==> src/rtl/room_draw_datapath.sv <==
// Pixel generator for the room-status display: paints one 32x40 room tile,
// or clears the whole 160x120 screen, emitting one plotted pixel per clock.
module room_draw_datapath (
  input  logic       clock,
  input  logic       resetn,
  input  logic       enable0,
  input  logic       enable1,
  input  logic       enable2,
  input  logic       enable3,
  input  logic       enable4,
  input  logic       clearinitsignal,
  input  logic [4:0] light_state,
  input  logic [4:0] door_state,
  output logic [7:0] x,
  output logic [6:0] y,
  output logic [2:0] colour,
  output logic       plot,
  output logic       countDone
);

  typedef enum logic [1:0] {IDLE, DRAW, DONE, HOLD} state_t;

  state_t     state;
  logic       job_clear;
  logic [2:0] room;
  logic       light_on;
  logic       door_open;
  logic [7:0] cx;
  logic [6:0] cy;

  logic [4:0] enables;
  logic [4:0] grant;
  logic [2:0] start_room;
  logic       any_request;
  logic       start_light;
  logic       start_door;
  logic       row_wrap;
  logic       last_pixel;
  logic [7:0] next_cx;
  logic [6:0] next_cy;

  function automatic logic [2:0] room_colour(input logic [7:0] px, input logic [6:0] py,
                                             input logic lit, input logic open);
    if (px >= 8'd12 && px <= 8'd19 && py >= 7'd32)
      return open ? 3'b010 : 3'b100;
    return lit ? 3'b110 : 3'b001;
  endfunction

  assign enables     = {enable4, enable3, enable2, enable1, enable0};
  assign any_request = clearinitsignal | (|enables);
  // Isolate the lowest set enable so the lowest room index wins.
  assign grant       = enables & (~enables + 5'd1);
  assign start_light = |(light_state & grant);
  assign start_door  = |(door_state & grant);

  always_comb begin
    start_room = 3'd0;
    if (enable0)      start_room = 3'd0;
    else if (enable1) start_room = 3'd1;
    else if (enable2) start_room = 3'd2;
    else if (enable3) start_room = 3'd3;
    else if (enable4) start_room = 3'd4;
  end

  assign row_wrap   = job_clear ? (cx == 8'd159) : (cx == 8'd31);
  assign last_pixel = row_wrap && (job_clear ? (cy == 7'd119) : (cy == 7'd39));
  assign next_cx    = row_wrap ? 8'd0 : cx + 8'd1;
  assign next_cy    = row_wrap ? cy + 7'd1 : cy;

  // cx/cy always name the pixel currently presented on x/y/colour.
  always_ff @(posedge clock) begin
    if (!resetn) begin
      state     <= IDLE;
      job_clear <= 1'b0;
      room      <= 3'd0;
      light_on  <= 1'b0;
      door_open <= 1'b0;
      cx        <= 8'd0;
      cy        <= 7'd0;
      x         <= 8'd0;
      y         <= 7'd0;
      colour    <= 3'b000;
      plot      <= 1'b0;
      countDone <= 1'b0;
    end else begin
      case (state)
        IDLE: begin
          plot      <= 1'b0;
          countDone <= 1'b0;
          if (any_request) begin
            state <= DRAW;
            cx    <= 8'd0;
            cy    <= 7'd0;
            plot  <= 1'b1;
            if (clearinitsignal) begin
              job_clear <= 1'b1;
              room      <= 3'd0;
              light_on  <= 1'b0;
              door_open <= 1'b0;
              x         <= 8'd0;
              y         <= 7'd0;
              colour    <= 3'b000;
            end else begin
              job_clear <= 1'b0;
              room      <= start_room;
              light_on  <= start_light;
              door_open <= start_door;
              x         <= {start_room, 5'b00000};
              y         <= 7'd40;
              colour    <= start_light ? 3'b110 : 3'b001;
            end
          end
        end
        DRAW: begin
          if (!job_clear && clearinitsignal) begin
            // A clear request preempts a room in progress and restarts at the origin.
            job_clear <= 1'b1;
            cx        <= 8'd0;
            cy        <= 7'd0;
            x         <= 8'd0;
            y         <= 7'd0;
            colour    <= 3'b000;
            plot      <= 1'b1;
          end else if (last_pixel) begin
            state     <= DONE;
            plot      <= 1'b0;
            countDone <= 1'b1;
          end else begin
            cx   <= next_cx;
            cy   <= next_cy;
            plot <= 1'b1;
            if (job_clear) begin
              x      <= next_cx;
              y      <= next_cy;
              colour <= 3'b000;
            end else begin
              x      <= {room, 5'b00000} + next_cx;
              y      <= next_cy + 7'd40;
              colour <= room_colour(next_cx, next_cy, light_on, door_open);
            end
          end
        end
        DONE: begin
          state     <= HOLD;
          plot      <= 1'b0;
          countDone <= 1'b0;
        end
        HOLD: begin
          plot      <= 1'b0;
          countDone <= 1'b0;
          if (!any_request) state <= IDLE;
        end
        default: begin
          state     <= IDLE;
          plot      <= 1'b0;
          countDone <= 1'b0;
        end
      endcase
    end
  end

endmodule
==> config.mk <==
export PLATFORM = sky130hd
export DESIGN_NAME = room_draw_datapath
export DESIGN_NICKNAME = d
export VERILOG_FILES = /design/src/rtl/room_draw_datapath.sv
export SDC_FILE = /design/constraint.sdc
export NUM_CORES = 1
export LEC_CHECK = 0
export CAP_MARGIN = 20
export CORE_MARGIN = 3
export CORE_UTILIZATION = 59
export CTS_CLUSTER_SIZE = 30
export DETAILED_ROUTE_END_ITERATION = 6
export PLACE_DENSITY = 0.95
export SLEW_MARGIN = 40
export SYNTH_ARGS = -nofsm -noshare
export SYNTH_HDL_FRONTEND = slang
export SYNTH_SLANG_ARGS = --single-unit
==> constraint.sdc <==
create_clock -name clock -period 8.17 [get_ports clock]
set_input_delay 1.634 -clock clock [delete_from_list [all_inputs] [get_ports clock]]
set_output_delay 1.634 -clock clock [all_outputs]
set_load 0.01 [all_outputs]
* After elaboration in Yosys (flattened, before gate mapping) *
Cells that the tools add are included.

cells by class
  bitwise gates (word level) = 5
  mux-type cells = 65
  reductions and logical operators = 17
  eq/ne operators = 13
  add/subtract/negate cells = 5
  $lt $le $gt $ge = 3

operator list
  kind                                                                               number
  8-bit two-way mux                                                                  9
  7-bit two-way mux                                                                  8
  3-bit two-way mux                                                                  16
  8-bit one-hot mux with 2 select lines                                              2
  7-bit one-hot mux with 2 select lines                                              2
  1-bit two-way mux                                                                  18
  5-bit AND                                                                          3
  5-bit OR reduction                                                                 3
  2-bit != test (second input constant)                                              5
  8-bit by 1-bit adder with 8-bit output (second input constant)                     1
  8-bit adder                                                                        1
  8-bit by 5-bit equality test with 1-bit output (second input constant)             1
  8-bit equality test (second input constant)                                        1
  8-bit by 4-bit >= comparator with 1-bit output (second input constant)             1
  8-bit by 5-bit less-or-equal comparator with 1-bit output (second input constant)  1
  2-bit two-way mux                                                                  4
  2-bit one-hot mux with 4 select lines                                              1
  7-bit by 1-bit adder with 7-bit output (second input constant)                     1
  7-bit by 6-bit adder with 7-bit output (second input constant)                     1
  7-bit by 6-bit equality test with 1-bit output (second input constant)             1
  7-bit equality test (second input constant)                                        1
  7-bit by 6-bit >= comparator with 1-bit output (second input constant)             1
  6-bit two-way mux                                                                  1
  3-bit one-hot mux with 2 select lines                                              1
  17 further kinds                                                                   24

storage, ports and cells
  bits of input ports = 18
  word-level logic and storage cells = 120
  register bits after elaboration = 43
  output and inout bits = 20

* Depth between registers and ports, before layout *
  depth in word-level cells = 17
  depth in mapped cells = 14
  gate-level depth less buffers = 13

* Worst setup path before layout *
Ideal clock, no wire load.

  kind = input port to flip-flop
  from = in clearinitsignal
  to = reg y[1]
  path buffers = 1
  setup time = 0.076 ns
  cell stages on the path = 7
  path slack = 5.019 ns
  data required time = 8.094 ns
  data arrival time = 3.075 ns
  cell sequence = or4_1 -> a211oi_1 -> a41oi_1 -> nand2_1 -> clkbuf_1 -> o21ai_0 -> a21boi_0

on the way
  cells in the longest elaborated chain, start to end = 3
  elaborated cells between the ends (all ways) = 7
  those cells by class = eq/ne: 2; mux: 2; bitwise: 1; reduce/logical: 2

ends and longest elaborated chain
  what                                                                                                  RTL line  RTL
  from (decl)                                                                                           11        input logic clearinitsignal,
  1-bit bitwise OR / 1-bit logical AND (equally long branches)                                          50, 115
  2-bit != test (no source line) (tied with other cells)                                                --
  3-bit AND reduction (no source line) / 7-bit one-hot mux with 2 select lines (equally long branches)  --
  to (signal assigned)                                                                                  134       y <= next_cy;
  to (signal assigned)                                                                                  138       y <= next_cy + 7'd40;
  to (decl)                                                                                             15        output logic [6:0] y,

Parallel ways exist; a longest one is shown, timed or not.
A chain may end at the register's enable or synchronous reset.

* Worst setup path after layout *
  from = in clearinitsignal
  to = reg x[2]

on the way
  cells in the longest elaborated chain, start to end = 3
  elaborated cells between the ends (all ways) = 7
  those cells by class = eq/ne: 2; mux: 2; bitwise: 1; reduce/logical: 2

ends and longest elaborated chain
  what                                                                                                  RTL line  RTL
  1-bit bitwise OR / 1-bit logical AND (equally long branches)                                          50, 115
  2-bit != test (no source line) (tied with other cells)                                                --
  3-bit AND reduction (no source line) / 8-bit one-hot mux with 2 select lines (equally long branches)  --
  to (signal assigned)                                                                                  108       x <= {start_room, 5'b00000};
  to (signal assigned)                                                                                  133       x <= next_cx;
  to (signal assigned)                                                                                  137       x <= {room, 5'b00000} + next_cx;
  to (decl)                                                                                             14        output logic [7:0] x,

Parallel ways exist; a longest one is shown, timed or not.

==> impl_metrics.json <==
{
  "grt_first_pass_wirelength_um": 10430,
  "clkSinkCount": 35,
  "dp_worst_setup_slack_ns": 3.940,
  "ios": 38,
  "overflow": 0,
  "grt_max_degree": 39,
  "yosysSeqAreaShare": 0.2811,
  "place_area_um2": 2789,
  "hold_buffers": 0,
  "period_share": 0.5032,
  "p_int_w": 0.0003744,
  "fp-row-count": 22,
  "drive_gt1_frac": 0.05491,
  "power_switching_w": 0.0002653,
  "layout.nets": 373,
  "combPwrFrac": 0.444,
  "rsz0062_at_grt": "false",
  "crit_type": "input port to flop",
  "fmax_ghz": 0.2432,
  "critPathArrivalTime_ns": 4.32,
  "cp-start-kind": "input port",
  "slew_headroom": 0.4923,
  "required_ns": 8.38,
  "finalWirelength_um": 6159,
  "pwr-share-seq": 0.366,
  "grt_util_all_layers": 0.2545,
  "antenna_cells": 0,
  "core_um2": 3854,
  "mostFrequentLayoutCells": "clkdlybuf4s50_1 (37), nand2_1 (36), dfxtp_1 (35), nand3_1 (25), nor2_1 (19)",
  "die_w_um": 71.00,
  "setup_viol_count_final": 0,
  "worstMarginPinSlew_ns": 0.7590,
  "antenna_found_initial": 0,
  "dieHeight_um": 71.00,
  "dp.cells": 386,
  "yosysWarnings": 0,
  "fin_ws_ns": 4.059,
  "r2r_slack_ns": 4.94,
  "vdd_drop_max_mv": 0.1706,
  "die_area_um2": 5040,
  "postCtsSetupBuffers": 0,
  "dr.pass1.iters": 5,
  "synth_area_um2": 2492,
  "hold_class": "flop to flop",
  "fin_skew_ns": 0.01037,
  "switching_share": 0.4147,
  "regToRegEndpoint": "x[6]",
  "r2r_start": "x[1]",
  "final_common_cell": "clkdlybuf4s50_1",
  "fin_area_um2": 2874,
  "cts_tree": "done",
  "hold_violations": 0,
  "cp-end-kind": "flop",
  "place.gp.congestion": 0.9472,
  "finalNonFillerCells": 394,
  "synth-seq-cells": 35,
  "r2r_cells": 11,
  "ys_async_sr_fraction": 0,
  "fin_setup_tns_ns": 0,
  "worstHoldPathCells": 2,
  "htreeDepth": 2,
  "worstHoldStart": "y[4]",
  "p_leak_nw": 1.022,
  "nFillCells": 308,
  "post_drt_wl_per_cell_um": 15.63,
  "numPortBuffers": 37,
  "slew_violations": 0,
  "cts_resized": 0,
  "drtIter0Drc": 190,
  "area_delta_synth_final_pct": 15.31,
  "powerDensity_nw_per_um2": 222.6,
  "drc_errors": 0,
  "dpl.hpwl_um": 4408,
  "path_clk_slew_ns": 0.07,
  "min_to": "y[4]",
  "status": "finished, final reports clean",
  "syn_avg_cell_area_um2": 7.576,
  "drv_cap": 0,
  "synth_edf_count": 0,
  "clockBufferDepth": 2,
  "startpoint": "clearinitsignal",
  "grt_pass1_vias": 2215,
  "synth-main-ff-cell": "dfxtp_1",
  "numCtsBuffers": 5,
  "post-route-util": 0.7458,
  "cp_max_fo": 23,
  "num_vias": 2453,
  "fin_crit_ns": 4.111,
  "ant_nets": 0,
  "pwr-share-clk": 0.190,
  "clock-root-buffer": "clkbuf_8",
  "synthCells": 329,
  "yosysUniqueCellTypes": 58,
  "start_util": 0.6468,
  "insertion_delay_ns": 0.30,
  "vias_per_cell": 6.226,
  "syn_nets": 357
}
[metrics by stage]
| step | power (W) | hold WS (ns) |
|---|---|---|
| after floorplan | 0.0004128 | 0.4775 |
| after global placement | 0.0005034 | 0.4584 |
| after detailed placement | 0.0005142 | 0.4598 |
| after CTS | 0.0006348 | 0.4740 |
| after global routing | 0.0006806 | 0.5286 |
| final | 0.0006398 | 0.4772 |
[how the worst max path moves through the flow]
| stage | to | cells past startpoint |
|---|---|---|
| 3_3_place_gp | y[6] | 7 |
| 3_5_place_dp | y[2] | 7 |
| 5_1_grt | x[2] | 7 |
| 2_1_floorplan | y[1] | 7 |
| 6_report | x[2] | 7 |
| 4_1_cts | x[2] | 7 |
[final cells by class]
| type | count | area, um^2 | share of cell area |
|---|---|---|---|
| clock inverters | 1 | 5.005 | 0.001741 |
| flip-flops and latches | 35 | 700.7 | 0.2438 |
| multi-input cells | 254 | 1609 | 0.5599 |
| well taps | 48 | 60.06 | 0.02090 |
| repair buffers | 39 | 385.4 | 0.1341 |
| clock buffers | 7 | 76.32 | 0.02656 |
| inverters | 10 | 37.54 | 0.01306 |
[worst max-delay path, cell delays in order]
cell,delay (ns)
clkdlybuf4s50_1,0.62
or4_1,0.51
a211oi_1,0.25
a41oi_1,0.17
nand2_1,0.60
o21ai_0,0.26
a21boi_0,0.26
[sequential cells by signal, indices dropped and copies added, names as in the netlist]
| signal | count |
|---|---|
| x | 8 |
| colour | 3 |
| countDone | 1 |
| cx | 3 |
| room | 3 |
| door_open | 1 |
| plot | 1 |
| y | 7 |
| job_clear | 1 |
| cy | 4 |
| light_on | 1 |
| state | 2 |
[power groups by stage]
stage          Combinational [W]  Clock [W]  Sequential [W]
4_1_cts                 0.000280   0.000122        0.000233
3_3_place_gp            0.000268          0        0.000235
3_5_place_dp            0.000278          0        0.000237
6_report                0.000284   0.000122        0.000234
5_1_grt                 0.000312   0.000131        0.000238
2_1_floorplan           0.000183          0        0.000229
[routing by layer]
layer	share of wire	vias up	GRT usage
li1	-	1210	-
met1	0.46	1153	0.3470
met2	0.46	81	0.3903
met3	0.070	9	0.07813
met4	0.016	0	0.06889
met5	0	-	0
[kinds of logic (layout without fill, tap and decap cells)]
kind of cell | count (synthesis) | after routing | synth area share
simple gates | 147 | 147 | 0.3163
fa+ha+maj | 10 | 10 | 0.05321
xor+xnor | 6 | 6 | 0.02109
compound gates | 88 | 88 | 0.2370
mux | 3 | 3 | 0.01205
buf+inv | 40 | 57 | 0.07932
flops | 35 | 35 | 0.2811
[synth_stat cells, types with 4 or more instances]
cell type  count  area, um^2
nor3b_1        5       37.54
and2_1         9       56.30
inv_1         10       37.54
nand3_1       25       125.1
nand2_1       36       135.1
nand3b_1       4       30.03
o21ai_0       19       95.09
dfxtp_1       35       700.7
nor3_1        13       65.06
nor2_1        19       71.32
nor2b_1        6       37.54
ha_1           9       112.6
o211ai_1       5       37.54
a21oi_1       18       90.09
or3_1          7       43.79
clkbuf_1      17       63.81
o31ai_1        4       30.03
a21boi_0      16       120.1
nand4_1        5       31.28
buf_4         10       75.07
Power figures use the tool's default switching activity.
